### src/rtl/satadd_pkg.sv
// Shared definitions for the saturating-adder operand loader, result stage and LED decoder.
package satadd_pkg;

  localparam int unsigned DEF_WIDTH       = 12;
  localparam int unsigned DEF_MODE_W      = 2;
  localparam int unsigned DEF_SYNC_STAGES = 2;
  localparam int unsigned STATE_W         = 2;

  // Encoding is fixed: it is driven straight onto the LED state code.
  typedef enum logic [STATE_W-1:0] {
    S_A     = 2'd0,
    S_B     = 2'd1,
    S_MODE  = 2'd2,
    S_VALID = 2'd3
  } state_t;

endpackage

### src/rtl/satadd_loader_sync_edge.sv
// Button synchronizer with rising-edge detector: one single-cycle pulse per press.
module sync_edge #(
  parameter int unsigned SYNC_STAGES = 2
) (
  input  logic clk,
  input  logic reset_n,
  input  logic d_async,
  output logic pulse
);

  logic [SYNC_STAGES-1:0] sync_q;
  logic                   prev_q;

  // Shift the asynchronous level through the chain and remember the last synchronized sample.
  always_ff @(posedge clk or negedge reset_n) begin
    if (!reset_n) begin
      sync_q <= '0;
      prev_q <= 1'b0;
    end else begin
      sync_q <= {sync_q[SYNC_STAGES-2:0], d_async};
      prev_q <= sync_q[SYNC_STAGES-1];
    end
  end

  assign pulse = sync_q[SYNC_STAGES-1] & ~prev_q;

endmodule

### src/rtl/satadd_loader.sv
// Operand-entry stage: captures a, b and mode from the switches, one per button press,
// then holds the set under a valid/ready handshake until downstream accepts it.
module satadd_loader
  import satadd_pkg::*;
#(
  parameter int unsigned WIDTH       = DEF_WIDTH,
  parameter int unsigned MODE_W      = DEF_MODE_W,
  parameter int unsigned SYNC_STAGES = DEF_SYNC_STAGES
) (
  input  logic               clk,
  input  logic               reset_n,
  input  logic [WIDTH-1:0]   sw,
  input  logic               btn,
  input  logic               clr,
  input  logic               out_ready,
  output logic [WIDTH-1:0]   a,
  output logic [WIDTH-1:0]   b,
  output logic [MODE_W-1:0]  mode,
  output logic               out_valid,
  output logic [STATE_W-1:0] state
);

  logic              load_pulse;
  state_t            state_q, state_d;
  logic [WIDTH-1:0]  a_q, a_d;
  logic [WIDTH-1:0]  b_q, b_d;
  logic [MODE_W-1:0] mode_q, mode_d;
  logic              valid_q, valid_d;

  sync_edge #(
    .SYNC_STAGES(SYNC_STAGES)
  ) u_sync_edge (
    .clk    (clk),
    .reset_n(reset_n),
    .d_async(btn),
    .pulse  (load_pulse)
  );

  // State and operand registers.
  always_ff @(posedge clk or negedge reset_n) begin
    if (!reset_n) begin
      state_q <= S_A;
      a_q     <= '0;
      b_q     <= '0;
      mode_q  <= '0;
      valid_q <= 1'b0;
    end else begin
      state_q <= state_d;
      a_q     <= a_d;
      b_q     <= b_d;
      mode_q  <= mode_d;
      valid_q <= valid_d;
    end
  end

  // Next-state and capture logic; clr overrides both presses and handshakes.
  always_comb begin
    state_d = state_q;
    a_d     = a_q;
    b_d     = b_q;
    mode_d  = mode_q;
    valid_d = valid_q;
    if (clr) begin
      state_d = S_A;
      a_d     = '0;
      b_d     = '0;
      mode_d  = '0;
      valid_d = 1'b0;
    end else begin
      unique case (state_q)
        S_A: begin
          if (load_pulse) begin
            a_d     = sw;
            state_d = S_B;
          end
        end
        S_B: begin
          if (load_pulse) begin
            b_d     = sw;
            state_d = S_MODE;
          end
        end
        S_MODE: begin
          if (load_pulse) begin
            mode_d  = sw[MODE_W-1:0];
            valid_d = 1'b1;
            state_d = S_VALID;
          end
        end
        S_VALID: begin
          // Presses are ignored here, even on the accepting edge.
          if (out_ready) begin
            valid_d = 1'b0;
            state_d = S_A;
          end
        end
        default: state_d = S_A;
      endcase
    end
  end

  assign a         = a_q;
  assign b         = b_q;
  assign mode      = mode_q;
  assign out_valid = valid_q;
  assign state     = STATE_W'(state_q);

endmodule

### config.mk
export PLATFORM = sky130hd
export DESIGN_NAME = satadd_loader
export DESIGN_NICKNAME = d
export VERILOG_FILES = /design/src/rtl/satadd_pkg.sv /design/src/rtl/satadd_loader_sync_edge.sv /design/src/rtl/satadd_loader.sv
export SDC_FILE = /design/constraint.sdc
export NUM_CORES = 1
export LEC_CHECK = 0
export CAP_MARGIN = 25
export CORE_MARGIN = 10
export CORE_UTILIZATION = 49
export DETAILED_ROUTE_END_ITERATION = 10
export PLACE_DENSITY_LB_ADDON = 0.25
export SYNTH_ARGS = -nofsm -noshare
export SYNTH_HDL_FRONTEND = slang
export SYNTH_SLANG_ARGS = --single-unit
### constraint.sdc
create_clock -name clk -period 2.9 [get_ports clk]
set_clock_uncertainty 0.15 [all_clocks]
set_input_delay 0.725 -clock clk [delete_from_list [all_inputs] [get_ports clk]]
set_output_delay 0.725 -clock clk [all_outputs]
set_load 0.05 [all_outputs]
==> results.tsv <==
metric	value	unit
ANT nets after route	0	
vias per inst	5.656	
Resized cells post-CTS	0	
DR pass1 iterations	4	
CTS buffer count	5	
vias in the first global route	1207	
Pwr Density	717.4	nW/um^2
width of the chip	73.98	microns
Final setup viols	0	
area growth from synthesis to layout	38.83	%
DIE AREA	5472	sq um
kind of launch point of the worst setup path	flop	
vias	1267	
grt total ovfl	0	
Worst Tran Pin Value	651.0	ps
worst reg2reg startpoint	state[1]	
share of post-route cells with drive strength above 1	7.254	%
starting DRC count in detailed routing	77	
largest net degree at the start of global routing	33	
R2R cell count	5	
CP max stage cell	clkdlybuf4s50_1	
DRC errors left	0	
Nets	214	
Slew Viols, Final	0	
Peak VDD IR	0.7331	mV
worst-path fanout max	5	
TritonCTS clock tree	built	
ANT cells	0	
Hold WS	213.1	ps
number of I/O port buffers	45	
cell leakage power	0.8150	nW
Yosys reg bits	32	
Sum Neg Setup Slack	0	ps
H-tree levels	2	
Hold Crit Class	flop to flop	
register area	800.8	sq um
worst skew pair latency	340	ps
crit-path leading delay family	buffers and inverters	
filler instances	237	
crit end category	primary output	
max-cap violation count	0	
CP max stage delay	830	ps
Multi-input gate area	563.0	sq um
distinct cell type count after synthesis	21	
CP Data Arrival Time	1610	ps
post-layout min period	2481	ps
Die Ht	73.98	microns
Initial Utilization	51.33	%
register area share after synthesis	56.09	%
cts hold-fix bufs	0	
WP depth	1	
first-pass GRT wire length	5.975	mm
Tot GR Track Use	13.91	%
total clock sinks	32	
FFs w/ async S/R, synth	100.0	%
Critical Path Source	state[0]	
I/O pins	46	
core footprint	2781	sq um
WL/cell	16.92	microns
relative max-transition margin	56.51	%
worst r2r dst	b[1]	
YS warnings	0	
achievable clock frequency	403.1	MHz
Final Cycle Share	85.55	%
CP endpoint	state[0]	
Post-DP HPWL	2.752	mm
top_reg_cell synth	dfrtp_1	
Post-Route WL	3.791	mm
clock transition at the registers of the reported paths	100	ps
Worst R2R Setup Slack	780	ps
CTS Root Cell	clkbuf_4	
CP cell instances	clkdlybuf4s50_1	
Post-Syn Instances	147	
Critical path buffers and inverters	1	
initial antenna violation count	0	
worst setup margin	419.1	ps
Placer Congestion	0.8223	
unrepaired setup endpoints after global routing	false	
Final Hold Viols	0	
CP Class	flop to primary output	
Longest Clk Path Bufs	2	
Netlist Area Pre-Place	1428	sq um
Setup Fix Bufs, Post-CTS	0	
number of synthesized flops with an enable pin	0	
num rows	19	
syn_nets	169	
pre-CTS setup slack	517.4	ps
WP data required	2030	ps
Mean Syn Cell Area	9.712	sq um
outcome	complete, no violations	
Yosys cell counts (2+ instances only):
| cell | count | area [sq um] |
|---|---|---|
| a21oi_1 | 27 | 135.1 |
| inv_1 | 3 | 11.26 |
| dfrtp_1 | 32 | 800.8 |
| ha_1 | 5 | 62.56 |
| nand2_1 | 28 | 105.1 |
| buf_2 | 6 | 30.03 |
| clkbuf_1 | 3 | 11.26 |
| nor3_1 | 2 | 10.01 |
| nand3_1 | 26 | 130.1 |
| nand3b_1 | 4 | 30.03 |
flip-flops by register name, indices dropped and copies added (netlist names):
signal / count
a: 12
b: 12
mode: 2
out_valid: 1
state: 2
u_sync_edge.prev_q: 1
u_sync_edge.sync_q: 2
cell usage in the layout, fill, tap and decap left out:
cell,count
o2111a_1,1
nand2b_1,1
inv_1,3
buf_4,3
a2bb2oi_1,1
nor3_1,2
nor3_2,1
bufinv_16,1
nand3b_1,4
a21oi_1,27
clkdlybuf4s50_1,45
or4_1,1
nand2_1,28
o311ai_0,1
or2_2,1
o2111ai_1,1
ha_1,5
a211o_1,1
clkbuf_4,5
dfrtp_1,32
nor2b_4,1
nand3_1,26
clkbuf_8,2
through the flow:
| step | util (%) | total power, mW | area (sq um) | std cells |
|---|---|---|---|---|
| 5_1_grt | 71.26 | 1.488 | 1982 | 224 |
| 6_report | 71.26 | 1.422 | 1982 | 224 |
| 2_1_floorplan | - | 0.8648 | 1428 | 147 |
| 3_3_place_gp | 67.84 | 1.031 | 1887 | 216 |
| 4_1_cts | 71.26 | 1.432 | 1982 | 224 |
| 3_5_place_dp | 67.84 | 1.048 | 1887 | 216 |
per-layer routing:
layer	track usage [%]	wire length, microns	share of wire, %
met1	17.26	1587	42
met4	3.727	36	0.95
met2	19.98	1748	46
met5	0	0	0
met3	8.378	419	11
kinds of logic (layout without fill, tap and decap cells):
kind of cell	Yosys count	after routing	synth area share [%]
and+or+nand+nor	65	65	22.35
AOI/OAI and AO/OA	32	32	12.71
DFF	32	32	56.09
buffers and inverters	13	59	4.470
adders and majority gates	5	5	4.382
worst min path at each step:
stage | start | slack, ps | end | cells after the start
2_1_floorplan | u_sync_edge.sync_q[0] | 180 | u_sync_edge.sync_q[1] | 0
3_3_place_gp | u_sync_edge.sync_q[0] | 190 | u_sync_edge.sync_q[1] | 0
3_5_place_dp | u_sync_edge.sync_q[0] | 190 | u_sync_edge.sync_q[1] | 0
4_1_cts | u_sync_edge.sync_q[0] | 210 | u_sync_edge.sync_q[1] | 0
5_1_grt | u_sync_edge.sync_q[0] | 240 | u_sync_edge.sync_q[1] | 0
6_report | u_sync_edge.sync_q[0] | 210 | u_sync_edge.sync_q[1] | 0
final cells by class:
type                       instances  area share (%)
inverter                           3          0.5682
tap                               31           1.957
clock buffer                       7           3.283
multi-input combinational        102           28.41
sequential                        32           40.40
clock inverter                     1           1.515
timing repair buffer              48           23.86
power by group:
part	switching, mW	internal, mW
sequential	0.0327	0.487
clock	0.157	0.229
combinational	0.343	0.174
total	0.532	0.890
Note: power is estimated with default switching activity, not from simulation.
